[src/rtl/xorshift_stream_src.sv]
// xorshift_stream_src
// Producer end of a 64-bit per-CPU data stream. A start request loads a
// seed and a word count; the block then emits the xorshift64 (13,7,17)
// sequence over a valid/ready interface, flags the final word with
// out_last, and holds done high once the sequence has been accepted.
// All state lives in registers, so every output is glitch-free and
// out_valid never depends combinationally on out_ready.

module xorshift_stream_src #(
    parameter int          CNT_W         = 32,
    parameter logic [63:0] ZERO_SEED_SUB = 64'h8817_2645_4633_2525
) (
    input  logic             clk,
    input  logic             rst,
    input  logic             start,
    input  logic [63:0]      seed,
    input  logic [CNT_W-1:0] num_words,
    output logic             out_valid,
    input  logic             out_ready,
    output logic [63:0]      out_data,
    output logic             out_last,
    output logic             busy,
    output logic             done,
    output logic [CNT_W-1:0] words_sent
);

    typedef enum logic [1:0] {
        IDLE = 2'd0,
        RUN  = 2'd1,
        DONE = 2'd2
    } state_t;

    state_t           state, state_n;
    logic [63:0]      data_q, data_n;
    logic             valid_q, valid_n;
    logic             last_q, last_n;
    logic [CNT_W-1:0] remaining_q, remaining_n;
    logic [CNT_W-1:0] sent_q, sent_n;
    logic [63:0]      start_state;
    logic             handshake;

    // One xorshift64 step; shifted-out bits fall off the 64-bit word.
    function automatic logic [63:0] xs(input logic [63:0] x);
        logic [63:0] t;
        t = x ^ (x << 13);
        t = t ^ (t >> 7);
        return t ^ (t << 17);
    endfunction

    // A zero state would lock xorshift at zero forever, so substitute a
    // fixed non-zero seed when zero is requested.
    assign start_state = (seed == 64'd0) ? ZERO_SEED_SUB : seed;
    assign handshake   = valid_q & out_ready;

    // Next-state logic: launch a sequence on start, advance on each accepted word.
    always_comb begin
        state_n     = state;
        data_n      = data_q;
        valid_n     = valid_q;
        last_n      = last_q;
        remaining_n = remaining_q;
        sent_n      = sent_q;
        case (state)
            IDLE, DONE: begin
                if (start) begin
                    sent_n = '0;
                    if (num_words != '0) begin
                        state_n     = RUN;
                        data_n      = xs(start_state);
                        valid_n     = 1'b1;
                        last_n      = (num_words == CNT_W'(1));
                        remaining_n = num_words;
                    end else begin
                        state_n     = DONE;
                        valid_n     = 1'b0;
                        last_n      = 1'b0;
                        remaining_n = '0;
                    end
                end
            end
            RUN: begin
                if (handshake) begin
                    sent_n      = sent_q + CNT_W'(1);
                    remaining_n = remaining_q - CNT_W'(1);
                    if (last_q) begin
                        state_n = DONE;
                        valid_n = 1'b0;
                        last_n  = 1'b0;
                    end else begin
                        data_n = xs(data_q);
                        last_n = (remaining_q == CNT_W'(2));
                    end
                end
            end
            default: begin
                state_n = IDLE;
                valid_n = 1'b0;
                last_n  = 1'b0;
            end
        endcase
    end

    // State and datapath registers; reset drops any pending word.
    always_ff @(posedge clk) begin
        if (rst) begin
            state       <= IDLE;
            data_q      <= '0;
            valid_q     <= 1'b0;
            last_q      <= 1'b0;
            remaining_q <= '0;
            sent_q      <= '0;
        end else begin
            state       <= state_n;
            data_q      <= data_n;
            valid_q     <= valid_n;
            last_q      <= last_n;
            remaining_q <= remaining_n;
            sent_q      <= sent_n;
        end
    end

    assign out_valid  = valid_q;
    assign out_data   = data_q;
    assign out_last   = last_q;
    assign busy       = (state == RUN);
    assign done       = (state == DONE);
    assign words_sent = sent_q;

endmodule

[config.mk]
export PLATFORM = sky130hd
export DESIGN_NAME = xorshift_stream_src
export DESIGN_NICKNAME = d
export VERILOG_FILES = /design/src/rtl/xorshift_stream_src.sv
export SDC_FILE = /design/constraint.sdc
export NUM_CORES = 1
export LEC_CHECK = 0
export CORE_MARGIN = 3
export CORE_UTILIZATION = 30
export DETAILED_ROUTE_END_ITERATION = 8
export DONT_BUFFER_PORTS = 1
export GPL_TIMING_DRIVEN = 0
export SLEW_MARGIN = 30
export SYNTH_ARGS = -nofsm -noshare
export SYNTH_HDL_FRONTEND = slang
export SYNTH_SLANG_ARGS = --single-unit
[constraint.sdc]
create_clock -name clk -period 2.31 [get_ports clk]
set_clock_uncertainty 0.1 [all_clocks]
set_input_delay 0.231 -clock clk [delete_from_list [all_inputs] [get_ports clk]]
set_output_delay 0.231 -clock clk [all_outputs]
set_load 0.01 [all_outputs]
-- After elaboration in Yosys (flattened, before gate mapping)
Index checks and enable logic that the tools add are counted.
- flip-flop bits (word level): 132
- bits in latches: 0
- RAM bits: 0
- ROM bits: 0
- input bits: 100
- output and inout port bits: 100
- memories: 0
- $add $sub $neg: 2
- multiply operators: 0
- div/mod/pow operators: 0
- magnitude comparators: 0
- equality and inequality tests: 9
- shift operators: 0
- muxes and demuxes: 28
- bitwise gates (word level): 7
- reductions and logical operators: 9
- operators by type and width (cell ; count):
    2-to-1 mux 64 bit ; 5
    bitwise XOR 64 bit ; 4
    2-to-1 mux 32 bit ; 5
    one-hot mux 32 bit (2 select lines) ; 2
    one-hot mux 64 bit (2 select lines) ; 1
    bitwise XOR 64 x 57 -> 64 bit ; 2
    zero test 64 bit ; 1
    adder 32 x 1 -> 32 bit (second input constant) ; 1
    equality test 32 x 1 -> 1 bit (second input constant) ; 1
    equality test 32 x 2 -> 1 bit (second input constant) ; 1
    nonzero test 32 bit ; 1
    subtractor 32 x 1 -> 32 bit (second input constant) ; 1
    2-to-1 mux 1 bit ; 8
    2-to-1 mux 2 bit ; 4
    inequality test 2 bit (second input constant) ; 3
    AND reduction 3 bit ; 2
    AND reduction 5 bit ; 1
    inequality test 2 x 1 -> 1 bit (second input constant) ; 2
    one-hot mux 1 bit (2 select lines) ; 2
    one-hot mux 2 bit (2 select lines) ; 1
    equality test 2 x 1 -> 1 bit (second input constant) ; 1
    equality test 2 bit (second input constant) ; 1
    zero test 2 bit ; 1
    AND reduction 2 bit ; 1
    other kinds (3) ; 3

-- Depth between registers and ports, before layout
- word-level depth: 8
- gate-level depth with buffers: 10
- gate-level depth less buffers: 8

-- Worst setup path before layout
No wires, ideal clock.
- path kind: register to register
- start: register remaining_q[19]
- end: register remaining_q[31]
- setup time: 0.137 ns
- arrival: 2.149 ns
- data required time: 2.073 ns
- setup slack: -0.077 ns
- cell stages (with the launch flop): 7
- period minus slack after synthesis: 2.387 ns
- cell sequence: dfxtp_1 or4_4 or4_4 or3_4 nor3_2 mux2i_1 a21oi_1
- word-level cells in the longest chain between the ends: 3
- RTL lines (element ; RTL line ; text):
    start: declaration ; 37 ; logic [CNT_W-1:0] remaining_q, remaining_n;
    start signal: assignment ; 117 ; remaining_q <= remaining_n;
    subtractor 32 x 1 -> 32 bit ; 84 ; remaining_n = remaining_q - CNT_W'(1);
    2-to-1 mux 32 bit ; 82 ; if (handshake) begin
    one-hot mux 32 bit (2 select lines) ; 63 ; case (state)
No other way between the ends. The select of a mux whose other input is x is not followed.
A chain may end at the register's enable or synchronous reset.

-- Final worst setup path
- start: register remaining_q[20]
- end: register remaining_q[31]
The elaborated chain is that of the path after synthesis.

==> impl_metrics.ini <==
[run_status]
status = finished with violations
violations = negative setup slack

[floorplan]
rows = 65
dieHeight_microns = 188
core-area_sq_um = 32000
fp.dieW_microns = 188
initial_core_util = 0.309
dieArea_sq_um = 35200
ioPinCount = 200

[drt]
num_vias = 10300
avgRoutedWirePerCell_microns = 24.6
dr.pass1.iters = 5
viasPerCell = 5.76
drt_wl_total_mm = 43.9
drc = 0
ant_nets = 0
drtIter0Drc = 1164

[placed_design]
gp_congestion = 0.936
placed_cells = 1715
dp_slack_ps = -1440
port_buffers = 0
hpwl_mm = 33.3
place_area_sq_um = 10500

[clock_tree]
cts_max_path_buffers = 2
htreeDepth = 4
cts_buffers = 17
worstSkewPairLatency_ps = 440
ctsRootBufferMaster = clkbuf_16
cts.sinks = 131
cts_tree = yes
path_clk_slew_ps = 60

[setup_path]
critPathArrivalTime_ps = 2580
path_class = flop to flop
end_kind = flop
worstPathCellList = or4_4 -> or4_4 -> or3_4 -> nor3_4 -> mux2i_1 -> a21oi_1
worst_setup_path_start_kind = flop
cp_data_required_time_ps = 2520
crit_slowest_cell = or4_4
crit_fanout = 4
cpMostUsedCell = or4_4
cp_slowest_stage_delay_ps = 560
reg2regPathDepth = 6

[yosys]
synth-simple-area-share = 0.211
mappedNetlistArea_sq_um = 9910
synth.avg_cell_area_sq_um = 7.75
yosysWarnings = 0
ys_async_sr_fraction = 0
synthCells = 1279
synth.distinct_cells = 71
syn_nets = 1382
synth-main-ff-cell = dfxtp_1
ys_seq_area_frac = 0.265
synth_compound_area_frac = 0.180
synth-seq-cells = 131
muxShareOfSynthArea = 0.00934
synth-edff-count = 0
synthAdderAreaFrac = 0.00379
synth-xor-area-share = 0.293
synth_top_family_by_area = XOR/XNOR gates
synth_area_leaders = dfxtp_1 (26%), xnor2_1 (22%), xor2_1 (7.2%)
synth_top_area_frac = 0.265
synth_top_area_cell = dfxtp_1

[cells_and_area]
final_layout_size_suffix_gt1_frac = 0.108
seq_area_sq_um = 2630
areaGrowthSynthToFinish_pct = 18.9
finalInstanceArea_sq_um = 11800
fillers = 3409
diodes = 0
multi_input_area_sq_um = 7180
stdcell_count = 1783
utilization = 0.368
nNetsFinal = 1438

[timing]
postLayoutSetupSlackWorst_ps = -56.4
holdWs_ps = 6.67
tightest_slew_ps = 918
hold_viol = 0
fmax_ghz = 0.423
finalSetupTns_ps = -133
final.period_utilization = 1.02
slew_headroom = 0.388
period_minus_slack_ps = 2370
rsz0062_at_grt = true
slew_viol_final = 0
setup_viol = 3

[hold_path]
hp-class = input pin to flop
min_path_cells = 3

[grt]
grt_start_max_net_pins = 17
grt_pass1_vias = 9678
grt.overflow.total = 0
grt_pass1_wl_mm = 63.7
grt_util_all_layers = 0.239
antenna_found_initial = 0

[flow_run]
max-cap-violations = 0

[power_and_ir_drop]
ir_worst_vdd_uv = 400
power_mw = 10.9
p_leak_nw = 3.96
power_per_cell_area_nw_per_um2 = 927
==> kinds of logic (layout without fill, tap and decap cells) <==
logic type | Yosys count | in the layout
mux | 9 | 9
flops | 131 | 131
buf+inv | 90 | 159
compound gates | 283 | 283
simple gates | 433 | 433
fa+ha+maj | 3 | 3
xor+xnor | 330 | 330
==> where the power goes <==
group | total, mW | internal [mW] | leakage [nW] | switching [mW]
combinational | 4.93 | 2.13 | 2.61 | 2.79
sequential | 3.15 | 2.52 | 1.08 | 0.630
clock | 2.84 | 1.72 | 0.280 | 1.12
total | 10.9 | 6.37 | 3.96 | 4.55
==> routing by layer <==
metal / track usage / vias up / part of all wire
met5: 0 / - / 0
met4: 0.0817 / 0 / 0.035
met3: 0.0766 / 96 / 0.13
met2: 0.380 / 716 / 0.45
met1: 0.304 / 4862 / 0.39
li1: - / 4598 / -
==> worst paths after layout <==
| kind | startpoint | end | slack, ps |
|---|---|---|---|
| setup reg to reg | remaining_q[20] | remaining_q[31] | -60 |
| hold / removal | num_words[5] | remaining_q[5] | 7 |
| setup / recovery | remaining_q[20] | remaining_q[31] | -60 |
| hold reg to reg | remaining_q[7] | remaining_q[7] | 420 |
==> timing repair <==
action | CTS | global route
pin swaps | 7 | 14
endpoints found under the hold margin | 28 | 0
gates resized for setup | 87 | 35
setup endpoints to repair | 128 | 53
setup buffers | 7 | 6
hold buffers | 27 | 0
==> cells in the final DEF (no fill, tap or decap), drive strengths merged, types with 15 or more instances in the layout <==
cell	instances
a211oi	24
a21oi	92
and2	15
buf	33
clkbuf	72
dfxtp	131
dlygate4sd3	27
inv	17
nand2	122
nand3	39
nand4	21
nor2	118
nor3	29
nor4	33
o211ai	24
o21ai	66
xnor2	247
xor2	82
==> cells in the mapped netlist (all sizes together) (3+ instances only) <==
cell type  count
or2            5
o32ai          8
clkbuf        55
a21oi         92
a22o           5
or3           10
a22oi          7
a211oi        24
nor4b          3
nand2b         7
o221ai         3
a31oi          4
and3           7
and2          15
ha             3
or4            6
buf           18
nor3b          3
dfxtp        131
a221oi         7
nor2b          5
o22ai          7
and4           5
xnor2        247
nand3         39
nand2        122
nor4          33
o31ai         11
a21o           4
mux2i          7
nor2         118
nor3          29
xor2          82
o211ai        24
o21ai         66
inv           17
nand4         21
==> cell type report <==
type,instances,share of cell area
inverters,17,0.00542
multi-input cells,1058,0.609
clock buffers,22,0.0385
flip-flops and latches,131,0.223
plain buffers,70,0.0347
clock inverters,10,0.0113
well taps,435,0.0462
repair buffers,40,0.0316
==> sequential cells by signal (all words and copies together), names as in the netlist <==
signal and count:
out_data 64, state 2, words_sent 32, remaining_q 32, out_last 1
==> worst max-delay path: cells and delay by family (launching register included) <==
kind / cells / cell delay, ps
mux: 1 / 200
flops: 1 / 330
simple gates: 4 / 1540
compound gates: 1 / 80
No activity file was read; power rests on OpenSTA's default activity.
